File: src/rtl/addsub_pkg.sv
// Shared constants and types for the pipelined carry-lookahead adder/subtractor.
// Saturation limits are constant functions so any operand width up to 64 bits can use them.
package addsub_pkg;

    localparam int SLICE_W = 4;

    typedef struct packed {
        logic sub;
        logic sat;
    } op_mode_t;

    function automatic logic [63:0] sat_max(input int w);
        return (64'd1 << (w - 1)) - 64'd1;
    endfunction

    function automatic logic [63:0] sat_min(input int w);
        return 64'd1 << (w - 1);
    endfunction

endpackage

File: src/rtl/cla_slice4.sv
// 4-bit carry-lookahead slice.
// Exports group propagate and generate so the enclosing stage can build its own lookahead carries.
module cla_slice4
    import addsub_pkg::*;
(
    input  logic [SLICE_W-1:0] A,
    input  logic [SLICE_W-1:0] B,
    input  logic               Cin,
    output logic [SLICE_W-1:0] Sum,
    output logic               Cout,
    output logic               PG,
    output logic               GG
);

    logic [SLICE_W-1:0] p;
    logic [SLICE_W-1:0] g;
    logic [SLICE_W:0]   c;

    assign p = A ^ B;
    assign g = A & B;

    assign c[0] = Cin;
    assign c[1] = g[0] | (p[0] & Cin);
    assign c[2] = g[1] | (p[1] & g[0]) | (p[1] & p[0] & Cin);
    assign c[3] = g[2] | (p[2] & g[1]) | (p[2] & p[1] & g[0]) | (p[2] & p[1] & p[0] & Cin);

    assign PG   = &p;
    assign GG   = g[3] | (p[3] & g[2]) | (p[3] & p[2] & g[1]) | (p[3] & p[2] & p[1] & g[0]);
    assign c[4] = GG | (PG & Cin);

    assign Sum  = p ^ c[SLICE_W-1:0];
    assign Cout = c[4];

endmodule

File: src/rtl/pipe_cla_addsub.sv
// Pipelined carry-lookahead adder/subtractor with optional signed saturation and N/Z/V/C flags.
// Each stage resolves WIDTH/STAGES result bits and hands its carry to the next stage through a register.
module pipe_cla_addsub
    import addsub_pkg::*;
#(
    parameter int WIDTH  = 16,
    parameter int STAGES = 2,
    parameter int SAT_EN = 1
) (
    input  logic             clk,
    input  logic             rst_n,
    input  logic             in_valid,
    output logic             in_ready,
    input  logic [WIDTH-1:0] a,
    input  logic [WIDTH-1:0] b,
    input  logic             sub,
    input  logic             sat,
    output logic             out_valid,
    input  logic             out_ready,
    output logic [WIDTH-1:0] sum,
    output logic             cout,
    output logic             ovfl,
    output logic             neg,
    output logic             zero
);

    localparam int CW   = WIDTH / STAGES;
    localparam int NSL  = CW / SLICE_W;
    localparam int NSLT = WIDTH / SLICE_W;

    localparam logic [WIDTH-1:0] LOW_ONES = WIDTH'({CW{1'b1}});
    localparam logic [WIDTH-1:0] MAX_VAL  = WIDTH'(sat_max(WIDTH));
    localparam logic [WIDTH-1:0] MIN_VAL  = WIDTH'(sat_min(WIDTH));

    // Handshake: a beat moves on every rising edge where valid & ready are both high.
    // Stage k advances when empty or when stage k+1 advances; the last stage advances on out_ready.
    // in_ready is stage 0's advance, so it is combinational from out_ready through the chain.
    logic [STAGES-1:0] v;
    logic [STAGES-1:0] v_in;
    logic [STAGES-1:0] adv;

    // Stage k combinational inputs and results
    logic [STAGES-1:0][WIDTH-1:0] st_a;
    logic [STAGES-1:0][WIDTH-1:0] st_b;
    logic [STAGES-1:0][WIDTH-1:0] st_s;
    logic [STAGES-1:0]            st_c;
    op_mode_t [STAGES-1:0]        st_m;
    logic [STAGES-1:0][WIDTH-1:0] nx_s;
    logic [STAGES-1:0]            nx_c;

    logic [WIDTH-1:0] ssum;
    logic [NSLT-1:0]  scin;
    logic [NSLT-1:0]  spg;
    logic [NSLT-1:0]  sgg;
    logic [NSLT-1:0]  unused_cout;

    logic [WIDTH-1:0] sum_q;
    logic             cout_q;
    logic             ovfl_q;
    logic             neg_q;
    logic             zero_q;

    // Subtraction is A + ~B + 1: invert B once here and seed the stage-0 carry with 1.
    assign st_a[0] = a;
    assign st_b[0] = sub ? ~b : b;
    assign st_c[0] = sub;
    assign st_s[0] = '0;
    assign st_m[0] = {sub, sat};

    if (STAGES == 1) begin : g_vin1
        assign v_in = in_valid;
    end else begin : g_vinn
        assign v_in = {v[STAGES-2:0], in_valid};
    end

    always_comb begin
        logic full;
        adv = '0;
        for (int k = 0; k < STAGES; k++) begin
            full = 1'b1;
            for (int j = k; j < STAGES; j++) begin
                full = full & v[j];
            end
            adv[k] = out_ready | ~full;
        end
    end

    always_ff @(posedge clk or negedge rst_n) begin
        if (!rst_n) begin
            v <= '0;
        end else begin
            for (int k = 0; k < STAGES; k++) begin
                if (adv[k]) begin
                    v[k] <= v_in[k];
                end
            end
        end
    end

    // Lookahead carry into every slice, built only from slice PG/GG and the stage carry-in.
    always_comb begin
        logic c;
        scin = '0;
        for (int i = 0; i < NSLT; i++) begin
            c = st_c[i / NSL];
            for (int m = (i / NSL) * NSL; m < i; m++) begin
                c = sgg[m] | (spg[m] & c);
            end
            scin[i] = c;
        end
    end

    for (genvar i = 0; i < NSLT; i++) begin : g_slice
        localparam int K = i / NSL;
        cla_slice4 u_slice (
            .A   (st_a[K][i*SLICE_W +: SLICE_W]),
            .B   (st_b[K][i*SLICE_W +: SLICE_W]),
            .Cin (scin[i]),
            .Sum (ssum[i*SLICE_W +: SLICE_W]),
            .Cout(unused_cout[i]),
            .PG  (spg[i]),
            .GG  (sgg[i])
        );
    end

    for (genvar k = 0; k < STAGES; k++) begin : g_stage
        localparam logic [WIDTH-1:0] CHUNK_M = LOW_ONES << (k * CW);
        localparam logic [WIDTH-1:0] DONE_M  = (WIDTH'(1) << (k * CW)) - WIDTH'(1);
        localparam int               TOP     = (k + 1) * NSL - 1;

        // Keep low bits finished by earlier stages, insert this stage's chunk
        assign nx_s[k] = (st_s[k] & DONE_M) | (ssum & CHUNK_M);
        assign nx_c[k] = sgg[TOP] | (spg[TOP] & scin[TOP]);

        if (k < STAGES - 1) begin : g_reg
            logic [WIDTH-1:0] ra;
            logic [WIDTH-1:0] rb;
            logic [WIDTH-1:0] rs;
            logic             rc;
            op_mode_t         rm;

            always_ff @(posedge clk or negedge rst_n) begin
                if (!rst_n) begin
                    ra <= '0;
                    rb <= '0;
                    rs <= '0;
                    rc <= 1'b0;
                    rm <= '0;
                end else if (adv[k] && v_in[k]) begin
                    ra <= st_a[k];
                    rb <= st_b[k];
                    rs <= nx_s[k];
                    rc <= nx_c[k];
                    rm <= st_m[k];
                end
            end

            assign st_a[k+1] = ra;
            assign st_b[k+1] = rb;
            assign st_s[k+1] = rs;
            assign st_c[k+1] = rc;
            assign st_m[k+1] = rm;
        end
    end

    // Final stage: overflow from the raw result, then optional clamp and flags
    logic [WIDTH-1:0] raw;
    logic             a_msb;
    logic             raw_ovfl;
    logic             do_sat;
    logic [WIDTH-1:0] fin;
    logic [2*WIDTH+1:0] unused_tail;

    assign raw      = nx_s[STAGES-1];
    assign a_msb    = st_a[STAGES-1][WIDTH-1];
    assign raw_ovfl = (a_msb ~^ st_b[STAGES-1][WIDTH-1]) & (raw[WIDTH-1] ^ a_msb);
    assign do_sat   = (SAT_EN != 0) && st_m[STAGES-1].sat && raw_ovfl;
    assign fin      = do_sat ? (a_msb ? MIN_VAL : MAX_VAL) : raw;
    assign unused_tail = {st_a[STAGES-1], st_b[STAGES-1], st_m[STAGES-1]};

    always_ff @(posedge clk or negedge rst_n) begin
        if (!rst_n) begin
            sum_q  <= '0;
            cout_q <= 1'b0;
            ovfl_q <= 1'b0;
            neg_q  <= 1'b0;
            zero_q <= 1'b0;
        end else if (adv[STAGES-1] && v_in[STAGES-1]) begin
            sum_q  <= fin;
            cout_q <= nx_c[STAGES-1];
            ovfl_q <= raw_ovfl;
            neg_q  <= fin[WIDTH-1];
            zero_q <= (fin == '0);
        end
    end

    assign in_ready  = adv[0];
    assign out_valid = v[STAGES-1];
    assign sum       = sum_q;
    assign cout      = cout_q;
    assign ovfl      = ovfl_q;
    assign neg       = neg_q;
    assign zero      = zero_q;

endmodule

File: config.mk
export PLATFORM = sky130hd
export DESIGN_NAME = pipe_cla_addsub
export DESIGN_NICKNAME = d
export VERILOG_FILES = /design/src/rtl/addsub_pkg.sv /design/src/rtl/cla_slice4.sv /design/src/rtl/pipe_cla_addsub.sv
export SDC_FILE = /design/constraint.sdc
export NUM_CORES = 1
export LEC_CHECK = 0
export BUFFER_PORTS_ARGS = -buffer_cell sky130_fd_sc_hd__buf_4
export CAP_MARGIN = 20
export CORE_MARGIN = 1.5
export CORE_UTILIZATION = 58
export DETAILED_ROUTE_END_ITERATION = 10
export PLACE_DENSITY = 0.81
export SYNTH_ARGS = -nofsm -noshare
export SYNTH_HDL_FRONTEND = slang
export SYNTH_SLANG_ARGS = --single-unit
File: constraint.sdc
create_clock -name clk -period 7 [get_ports clk]
set_input_delay 0 -clock clk [delete_from_list [all_inputs] [get_ports clk]]
set_output_delay 0 -clock clk [all_outputs]
set_load 0.05 [all_outputs]
After elaboration in Yosys (flattened, before gate mapping) --
Cells that the tools add are included. W data, S select, Z words.
Operators by class: bitwise operators 122, reduce and logical (&&, ||, !) cells 8, muxes and demuxes 3
Operators by type and width (number):
- $and A1 B1 Y1 | 62
- $mux W16 | 3
- $or A1 B1 Y1 | 42
- $xor A4 B4 Y4 | 8
- $and A4 B4 Y4 | 4
- $logic_not A16 Y1 | 1
- $not A16 Y16 | 1
- $or A8 B16 Y16 | 1
- $reduce_and A4 Y1 | 4
- $logic_and A1 B1 Y1 | 3
- $not A1 Y1 | 2
- $xnor A1 B1 Y1 | 1
- $xor A1 B1 Y1 | 1
Storage, ports and cells: word-level logic and storage cells 145, register bits 64, input bits 38, output and inout port bits 22

Depth between registers and ports, before layout --
Gate-level depths: netlist of run 1.
depth in word-level cells 15, gate-level depth with buffers 11, gate-level depth less buffers 10

Cells and area by module --
Synthesis of run 1 repeated with hierarchy kept, for this count alone.
Unflattened totals: cell total of the unflattened synthesis 292, area, all modules 2959.1 um^2
By module, submodules not included:
- pipe_cla_addsub | cells each 204, area an instance 2194.6 um^2, sequential area each 1176.1 um^2, times used 1
- cla_slice4 at g_slice[0].u_slice ... | cells each 22, area an instance 193.9 um^2, sequential area each 0.0 um^2, times used 3
- cla_slice4 at g_slice[3].u_slice | cells each 22, area an instance 182.7 um^2, sequential area each 0.0 um^2, times used 1

Worst setup path after synthesis of run 1 --
No wires, ideal clock.
path type flip-flop to flip-flop, start point register g_stage[0].g_reg.rb[8], end point register zero_q (netlist: zero), stages on the path, launching flop included 11, slack 4.406 ns, setup time 0.068 ns, period minus slack after synthesis 2.594 ns, buffers on the path 0, data arrival time 2.525 ns, data required time 6.932 ns, cells stage by stage dfrtp_1 ha_1 a211oi_4 nor2_1 o21ai_0 nand2b_1 fa_1 nor4b_1 nand4b_1 nor4_1 a32o_1
Between the ends: cells in the longest elaborated chain, start to end 13, elaborated cells between the ends (all ways) 33, those cells by class mux: 1; bitwise: 29; reduce/logical: 3
RTL lines:
- from (decl) | line pipe_cla_addsub.sv:137 | logic [WIDTH-1:0] rb;
- from (signal assigned) | line pipe_cla_addsub.sv:151 | rb <= st_b[k];
- $xor A4 B4 Y4 or $and A4 B4 Y4 (tied branches) | line cla_slice4.sv:19, cla_slice4.sv:20
- $reduce_and A4 Y1 or $and A1 B1 Y1 (tied branches) | line cla_slice4.sv:27, cla_slice4.sv:28
- $and A1 B1 Y1 or $or A1 B1 Y1 (tied branches)
- $or A1 B1 Y1
- $and A1 B1 Y1 | line cla_slice4.sv:25 | assign c[3] = g[2] | (p[2] & g[1]) | (p[2] & p[1] & g[0]) | (p[2] & p[1] & p[0] & Cin);
- $or A1 B1 Y1 | line cla_slice4.sv:25
- $xor A4 B4 Y4 | line cla_slice4.sv:31 | assign Sum = p ^ c[SLICE_W-1:0];
- $or A8 B16 Y16 * | line pipe_cla_addsub.sv:132 | assign nx_s[k] = (st_s[k] & DONE_M) | (ssum & CHUNK_M);
- $xor A1 B1 Y1 | line pipe_cla_addsub.sv:176 | assign raw_ovfl = (a_msb ~^ st_b[STAGES-1][WIDTH-1]) & (raw[WIDTH-1] ^ a_msb);
- $and A1 B1 Y1 | line pipe_cla_addsub.sv:176
- $logic_and A1 B1 Y1 | line pipe_cla_addsub.sv:177 | assign do_sat = (SAT_EN != 0) && st_m[STAGES-1].sat && raw_ovfl;
- $mux W16 * | line pipe_cla_addsub.sv:178 | assign fin = do_sat ? (a_msb ? MIN_VAL : MAX_VAL) : raw;
- $logic_not A16 Y1 * | line pipe_cla_addsub.sv:193 | zero_q <= (fin == '0);
- to (signal assigned) | line pipe_cla_addsub.sv:193
- to (decl) | line pipe_cla_addsub.sv:61 | logic zero_q;
Every way passes the cells marked *; elsewhere a longest branch is shown, timed or not. A chain may end at the register's enable or synchronous reset.

Worst setup path after layout of run 1 --
start point register g_stage[0].g_reg.ra[8], end point register zero_q (netlist: zero)
Between the ends: cells in the longest elaborated chain, start to end 13, elaborated cells between the ends (all ways) 33, those cells by class mux: 1; bitwise: 29; reduce/logical: 3
RTL lines:
- from (decl) | line pipe_cla_addsub.sv:136 | logic [WIDTH-1:0] ra;
- from (signal assigned) | line pipe_cla_addsub.sv:150 | ra <= st_a[k];
- $xor A4 B4 Y4 or $and A4 B4 Y4 (tied branches) | line cla_slice4.sv:19, cla_slice4.sv:20
- $reduce_and A4 Y1 or $and A1 B1 Y1 (tied branches) | line cla_slice4.sv:27, cla_slice4.sv:28
- $and A1 B1 Y1 or $or A1 B1 Y1 (tied branches)
- $or A1 B1 Y1
- $and A1 B1 Y1 | line cla_slice4.sv:25
- $or A1 B1 Y1 | line cla_slice4.sv:25
- $xor A4 B4 Y4 | line cla_slice4.sv:31
- $or A8 B16 Y16 * | line pipe_cla_addsub.sv:132
- $xor A1 B1 Y1 | line pipe_cla_addsub.sv:176
- $and A1 B1 Y1 | line pipe_cla_addsub.sv:176
- $logic_and A1 B1 Y1 | line pipe_cla_addsub.sv:177
- $mux W16 * | line pipe_cla_addsub.sv:178
- $logic_not A16 Y1 * | line pipe_cla_addsub.sv:193
Marked as above.

==> results of run 1 <==
synth_stat cells (all sizes together):
cell type	instances
a211oi	2
a221o	12
nand4b	1
o31ai	1
nor3	5
a21o	1
buf	6
mux2	9
inv	9
o21ai	27
clkbuf	6
and3	1
o21bai	1
a21oi	6
xor2	13
nand3	1
a32o	1
or3b	1
a31oi	3
fa	3
dfrtp	47
nor4b	1
nand2	22
nand2b	4
o31a	1
a22o	4
xnor2	13
mux2i	3
o311ai	1
nor4	3
nor2	17
nand3b	1
ha	16
metrics by stage:
stage / worst slack, ns / util, % / power, uW / std cells / hold WS (ns)
2_1_floorplan: 4.406 / - / 782.4 / 242 / -0.2956
3_3_place_gp: 4.325 / 70.69 / 918.2 / 342 / 0.03114
3_5_place_dp: 4.222 / 70.69 / 933.6 / 342 / 0.02935
4_1_cts: 4.203 / 77.05 / 1102 / 369 / 0.01871
5_1_grt: 3.961 / 77.05 / 1159 / 369 / 0.03543
6_report: 4.161 / 77.05 / 1099 / 369 / 0.02182
cell families (layout without fill, tap and decap cells):
family	after synthesis	in the layout
multiplexers	12	12
buffers and inverters	21	96
XOR/XNOR	26	26
AND/OR/NAND/NOR	57	57
AO/OA/AOI/OAI	60	60
flip-flops	47	47
adder cells (fa/ha/maj)	19	19
power breakdown:
part,leakage [uW],internal (uW),switching (uW)
logic,0.000964,207,330
clock network,0.0000402,69.5,92.7
registers,0.000573,343,57.2
cell type report:
cell class	instances	area [um^2]	share of cell area [%]
inverters	9	33.78	1.000
clock buffers	5	68.82	2.037
repair buffers	79	640.6	18.96
flip-flops and latches	47	1176	34.81
clock inverters	3	20.02	0.5926
multi-input cells	174	1374	40.67
well taps	52	65.06	1.926
routing by layer:
| layer | GRT usage (%) | wire [um] | vias up |
|---|---|---|---|
| met2 | 40.04 | 2607 | 57 |
| met3 | 5.271 | 257 | 9 |
| met1 | 30.42 | 2458 | 1002 |
| li1 | - | - | 1004 |
| met5 | 0 | 0 | - |
| met4 | 7.757 | 90 | 0 |
what timing repair did:
item,in CTS,in global routing
setup buffers,0,0
hold buffers,19,0
hold endpoints to repair,66,0
worst min-delay path by stage:
| stage | startpoint | end | slack (ns) | depth (start not counted) |
|---|---|---|---|---|
| floorplan | rst_n | cout$_DFFE_PN0P_ | -0.30 | 0 |
| global placement | rst_n | sum[6]$_DFFE_PN0P_ | 0.03 | 1 |
| detailed placement | rst_n | sum[6]$_DFFE_PN0P_ | 0.03 | 1 |
| CTS | b[8] | g_stage[0].g_reg.rb[8]$_DFFE_PN0P_ | 0.02 | 4 |
| global route | b[8] | g_stage[0].g_reg.rb[8]$_DFFE_PN0P_ | 0.04 | 4 |
| finish | b[8] | g_stage[0].g_reg.rb[8]$_DFFE_PN0P_ | 0.02 | 4 |
critical path: cells and delay by family (launching register included):
kind / cells / cell delay (ns)
simple gates: 5 / 0.86
flops: 1 / 0.41
compound gates: 3 / 0.71
fa+ha+maj: 2 / 0.80
flip-flops by register name (all words and copies together), names as in the netlist:
| name | flops |
|---|---|
| g_stage.g_reg.rb | 8 |
| g_stage.g_reg.rm | 1 |
| ovfl | 1 |
| sum | 15 |
| v | 2 |
| neg | 1 |
| zero | 1 |
| cout | 1 |
| g_stage.g_reg.ra | 8 |
| g_stage.g_reg.rc | 1 |
| g_stage.g_reg.rs | 8 |
==> summary.md, run 1 <==
| Metric | Value |
|---|---|
| CP peak stage delay | `0.47 ns` |
| P per Cell Area | `325.5 nW/um^2` |
| Slowest stage cell, crit path | `fa_1` |
| FF+latch count, synth | `47` |
| Fin area | `3378 um^2` |
| Worst path arrival time | `3.08 ns` |
| GRT Total Usage | `23.63%` |
| Synth unique cells | `45` |
| Root Buffer | `clkbuf_8` |
| Filler Cell Count | `309` |
| Antenna viol nets, final | `0` |
| Fin. Hold Viols | `0` |
| Count of yosys warnings during synthesis | `0` |
| Slew headroom | `46.24%` |
| Status | `finished clean` |
| Share of cells above drive strength 1 | `29.34%` |
| MaxCap Viol Count | `0` |
| Final setup TNS | `0 ns` |
| Core Area | `4384 um^2` |
| Multiplexer share of the synthesized area | `4.962%` |
| Fmax | `0.3522 GHz` |
| Mapped Cells | `242` |
| Leakage power | `0.001578 uW` |
| Number of gates resized after cts | `0` |
| WP data required | `7.24 ns` |
| XOR/XNOR Fraction of Synth Area | `8.885%` |
| Drt pass-1 iters | `4` |
| Largest net degree at the start of global routing | `48` |
| Syn nets | `299` |
| First-pass GRT wire length | `9328 um` |
| Starting Density | `60.39%` |
| CTS tree | `yes` |
| Post-Synth Simple-Gate Area | `10.82%` |
| Endpoints failing setup | `0` |
| CP endpoint | `zero$_DFFE_PN0P_` |
| Peak supply drop | `0.1295 mV` |
| Post-DP Area | `3099 um^2` |
| Slew Viols, Final | `0` |
| Layout Nets | `373` |
| Sink Count | `47` |
| Worst-path fanout max | `3` |
| Syn Area/Cell | `10.94 um^2` |
| Vias in the first global route | `2081` |
| Avg WL per Cell | `14.67 um` |
| Syn Std Cell Area | `2648 um^2` |
| Yosys top cell by area | `dfrtp_1` |
| Critical path launch point type | `flip-flop` |
| Top cell type's share of synthesized area | `44.42%` |
| Reg2Reg Depth | `10` |
| Reg2reg start | `g_stage[0].g_reg.ra[8]$_DFFE_PN0P_` |
| Total wire length | `5413 um` |
| Worst-path cell chain | `ha_1 -> a211oi_4 -> nor2_1 -> o21ai_0 -> nand2b_1 -> fa_1 -> nor4b_1 -> nand4b_1 -> nor4_1 -> a32o_1` |
| Total vias in the final route | `2072` |
| Clock skew | `0.01396 ns` |
| Row count | `24` |
| Die height | `70.56 um` |
| CP Class | `reg2reg` |
| Largest family of logic cells by synthesized area | `compound AO/OA/AOI/OAI gates` |
| CTS max path bufs | `2` |
| DP Wirelength | `3934 um` |
| RSZ-0062 raised after global routing | `false` |
| Seq/Total Area, Yosys | `44.42%` |
| RePlAce Congestion | `0.8422` |
| HP Class | `in2reg` |
| I/O Buffers | `59` |
| Area Overhead vs Synth | `27.60%` |
| DR vias/cell | `5.615` |
| CTS buffer count | `5` |
| Initial antenna violation count | `0` |
| CTS clk-pin slew, worst paths | `0.08 ns` |
| Die W | `70.56 um` |
| Worst Setup End Kind | `flip-flop` |
| Top cells by area, synth | `dfrtp_1 44%, ha_1 7.6%, o21ai_0 4.3%` |
| Most frequent cells in the layout | `60 x buf_4, 47 x dfrtp_1, 23 x o21ai_0, 21 x nand2_1, 19 x dlygate4sd3_1` |
| Adder-cell share of the synthesized area | `9.830%` |
| Die area | `4979 um^2` |
| ANT cells | `0` |
| Worst R2R Setup Slack | `4.16 ns` |
| R2r endpoint | `zero$_DFFE_PN0P_` |
| Initial detailed-routing violation count | `127` |
| Residual DRC | `0` |
| Compound-gate portion of the synthesized area | `17.39%` |
| Clock H-tree levels | `2` |
| Congestion Overflow GR | `0` |
| Tmin final | `2.839 ns` |
| Most common cell after layout, fill and taps aside | `buf_4` |
| Num ports | `60` |
| Critical Path Source | `g_stage[0].g_reg.ra[8]$_DFFE_PN0P_` |
| Fin crit share | `40.56%` |
| Clock Latency Late Sink | `0.31 ns` |
| Worst-Margin Slew | `0.8021 ns` |
Note: power is estimated with default switching activity, not from simulation.
==> inputs of run 2 (changes only) <==
--- a/config.mk
+++ b/config.mk
@@ -8,9 +8,9 @@
 export BUFFER_PORTS_ARGS = -buffer_cell sky130_fd_sc_hd__buf_4
 export CAP_MARGIN = 20
 export CORE_MARGIN = 1.5
-export CORE_UTILIZATION = 58
+export CORE_UTILIZATION = 49
 export DETAILED_ROUTE_END_ITERATION = 10
-export PLACE_DENSITY = 0.81
+export PLACE_DENSITY = 0.72
 export SYNTH_ARGS = -nofsm -noshare
 export SYNTH_HDL_FRONTEND = slang
 export SYNTH_SLANG_ARGS = --single-unit
==> constraint.sdc (replaced) <==
create_clock -name clk -period 2.25 [get_ports clk]
set_input_delay 0 -clock clk [delete_from_list [all_inputs] [get_ports clk]]
set_output_delay 0 -clock clk [all_outputs]
set_load 0.05 [all_outputs]
==> run 2 against run 1 <==
Against the previous run:
- the flow now finishes with violations (negative setup slack)
- routed wire length grew 12%
- cell count grew 13%
- sequential share of layout area shrank 3.4 points
- design area grew 11%
- register-to-register slack lost 4.4 ns
- sequential power grew to 3.1 times the previous value
- first-iteration DRC count shrank 34%
- worst hold slack gained 0.023 ns
- global-route usage shrank 1.7 points
- setup slack lost 4.4 ns
- non-clock buffer count grew 28
- clock power grew to 3.1 times the previous value
==> summary.md, run 2 (synthesized netlist as in run 1, its figures left out) <==
| Metric | Value |
|---|---|
| DP Wirelength | `4232 um (was 3934 um)` |
| Total wire length | `6067 um (was 5413 um)` |
| Hold EP | `g_stage[0].g_reg.rb[13]$_DFFE_PN0P_ (was g_stage[0].g_reg.rb[8]$_DFFE_PN0P_)` |
| Residual DRC | `0 (unchanged)` |
| Reg2reg start | `g_stage[0].g_reg.rb[8]$_DFFE_PN0P_ (was g_stage[0].g_reg.ra[8]$_DFFE_PN0P_)` |
| Worst Setup End Kind | `flip-flop (unchanged)` |
| Status | `finished with violations (was finished clean)` |
| Hold path depth | `3 (was 4)` |
| Initial detailed-routing violation count | `84 (was 127)` |
| Endpoints failing setup | `13 (was 0)` |
| Worst-Margin Slew | `0.5787 ns (was 0.8021 ns)` |
| Slew headroom | `61.42% (was 46.24%)` |
| First-pass GRT wire length | `10010 um (was 9328 um)` |
| Top Family by Delay on Critical Path | `simple AND/OR/NAND/NOR gates (unchanged)` |
| Util after Layout | `72.47% (was 77.05%)` |
| Failing checks | `negative setup slack` |
| CTS max path bufs | `2 (unchanged)` |
| Worst-path cell chain | `ha_4 -> a211oi_4 -> nor2_2 -> o21ai_2 -> nand2b_1 -> fa_2 -> nor4b_2 -> nand4b_1 -> nor4_2 -> a32o_1 (was ha_1 -> a211oi_4 -> nor2_1 -> o21ai_0 -> nand2b_1 -> fa_1 -> nor4b_1 -> nand4b_1 -> nor4_1 -> a32o_1)` |
| RePlAce Congestion | `0.8270 (was 0.8422)` |
| Clock H-tree levels | `2 (unchanged)` |
| FF/Latch Area | `1177 um^2 (was 1176 um^2)` |
| Starting Density | `51.19% (was 60.39%)` |
| Layout Nets | `402 (was 373)` |
| Initial antenna violation count | `0 (unchanged)` |
| Fmax | `0.3950 GHz (was 0.3522 GHz)` |
| CTS buffer count | `5 (unchanged)` |
| CP Class | `reg2reg (unchanged)` |
| CTS clk-pin slew, worst paths | `0.08 ns (about the same)` |
| Core Area | `5172 um^2 (was 4384 um^2)` |
| Fin crit share | `112.5% (was 40.56%)` |
| Num ports | `60 (unchanged)` |
| WP data required | `2.50 ns (was 7.24 ns)` |
| Total vias in the final route | `2213 (was 2072)` |
| Largest net degree at the start of global routing | `48 (unchanged)` |
| HP Class | `in2reg (unchanged)` |
| Slew Viols, Final | `0 (unchanged)` |
| Worst R2R Setup Slack | `-0.28 ns (was 4.16 ns)` |
| Max reg flops | `15 (unchanged)` |
| RSZ-0062 raised after global routing | `true (was false)` |
| Overall power | `3732 uW (was 1099 uW)` |
| Drt pass-1 iters | `4 (unchanged)` |
| Die height | `76.51 um (was 70.56 um)` |
| Root Buffer | `clkbuf_8 (unchanged)` |
| Die area | `5853 um^2 (was 4979 um^2)` |
| Congestion Overflow GR | `0 (unchanged)` |
| P per Cell Area | `995.6 nW/um^2 (was 325.5 nW/um^2)` |
| Most common cell after layout, fill and taps aside | `buf_4 (unchanged)` |
| Tmin final | `2.531 ns (was 2.839 ns)` |
| Slowest stage cell, crit path | `fa_2 (was fa_1)` |
| Leakage power | `0.001740 uW (was 0.001578 uW)` |
| DR vias/cell | `5.320 (was 5.615)` |
| Reg2Reg Depth | `10 (unchanged)` |
| Buf/Inv on CP | `0 (unchanged)` |
| Peak supply drop | `0.6322 mV (was 0.1295 mV)` |
| Area Overhead vs Synth | `41.59% (was 27.60%)` |
| Row count | `26 (was 24)` |
| CTS tree | `yes (unchanged)` |
| Filler Cell Count | `361 (was 309)` |
| Sink Count | `47 (unchanged)` |
| CP peak stage delay | `0.44 ns (was 0.47 ns)` |
| R2r endpoint | `zero$_DFFE_PN0P_ (unchanged)` |
| Clock skew | `0.01196 ns (was 0.01396 ns)` |
| Setup slack after layout | `-0.2813 ns (was 4.161 ns)` |
| Share of cells above drive strength 1 | `38.73% (was 29.34%)` |
| Fin. Hold Viols | `0 (unchanged)` |
| Critical path launch point type | `flip-flop (unchanged)` |
| Hold Crit Start | `sub (was b[8])` |
| Avg WL per Cell | `14.58 um (was 14.67 um)` |
| MaxCap Viol Count | `0 (unchanged)` |
| ANT cells | `0 (unchanged)` |
| Clock Latency Late Sink | `0.31 ns (about the same)` |
| GRT Total Usage | `21.91% (was 23.63%)` |
| Vias in the first global route | `2147 (was 2081)` |
| Most frequent cells in the layout | `83 x buf_4, 46 x dfrtp_1, 20 x o21ai_0, 20 x nand2_1, 20 x dlygate4sd3_1 (was 60 x buf_4, 47 x dfrtp_1, 23 x o21ai_0, 21 x nand2_1, 19 x dlygate4sd3_1)` |
| Worst-path fanout max | `2 (was 3)` |
| I/O Buffers | `59 (unchanged)` |
| Die W | `76.51 um (was 70.56 um)` |
| Multi-input logic area | `1491 um^2 (was 1374 um^2)` |
| Worst path arrival time | `2.78 ns (was 3.08 ns)` |
| Antenna viol nets, final | `0 (unchanged)` |
==> run 2: stage by stage <==
stage | hold slack [ns] | cell area, um^2 | setup TNS [ns] | setup slack [ns] | instances
final | 0.04516 | 3749 | -0.9390 | -0.2813 | 416
after global routing | 0.05745 | 3749 | -2.147 | -0.3987 | 416
after CTS | 0.04224 | 3697 | -0.2217 | -0.2217 | 414
after detailed placement | 0.03683 | 3289 | -2.872 | -0.3540 | 381
after global placement | 0.03453 | 3289 | -2.307 | -0.2537 | 381
after floorplan | -0.2956 | 2658 | -0.2430 | -0.2430 | 242
==> run 2: report_power, final <==
part           internal (uW)  switching, uW  leakage [uW]  total, uW
combinational            843           1150       0.00113       1990
clock                    219            279     0.0000422        498
sequential              1070            175      0.000573       1240
==> run 2: worst max-delay path by stage <==
stage,slack (ns),start,cells after the start,endpoint
after floorplan,-0.24,g_stage[0].g_reg.rb[8]$_DFFE_PN0P_,10,zero$_DFFE_PN0P_
after global placement,-0.25,g_stage[0].g_reg.rb[8]$_DFFE_PN0P_,10,zero$_DFFE_PN0P_
after detailed placement,-0.35,g_stage[0].g_reg.rb[8]$_DFFE_PN0P_,10,zero$_DFFE_PN0P_
after CTS,-0.22,g_stage[0].g_reg.rb[8]$_DFFE_PN0P_,10,zero$_DFFE_PN0P_
after global routing,-0.40,g_stage[0].g_reg.rb[8]$_DFFE_PN0P_,10,zero$_DFFE_PN0P_
final,-0.28,g_stage[0].g_reg.rb[8]$_DFFE_PN0P_,10,zero$_DFFE_PN0P_
==> run 2: worst min-delay path: cells and delay by family <==
family	cells	cell delay, ns
buf+inv	1	0.14
xor+xnor	1	0.11
compound gates	1	0.06
==> run 2: final cells by class <==
cell class / instances / area share (%)
Tap cell: 70 / 2.336
Timing Repair Buffer: 107 / 23.40
Multi-Input combinational cell: 175 / 39.79
Sequential cell: 47 / 31.41
Inverter: 9 / 0.9012
Clock buffer: 7 / 2.036
Clock inverter: 1 / 0.1335
==> run 2: what timing repair did <==
action / CTS / global route
buffers inserted: 4 / 4
resized for setup: 13 / 9
cloned: 1 / 0
hold buffers: 20 / 0
pin swaps: 5 / 10
hold endpoints to repair: 67 / 0
endpoints found under the setup margin: 14 / 16
==> run 2: routing by layer <==
layer	vias to the layer above	share of wire, %	track usage [%]
met5	-	0	0
met4	0	2.2	9.815
met3	11	4.1	4.311
met2	71	49	35.71
met1	1057	44	28.23
li1	1074	-	-
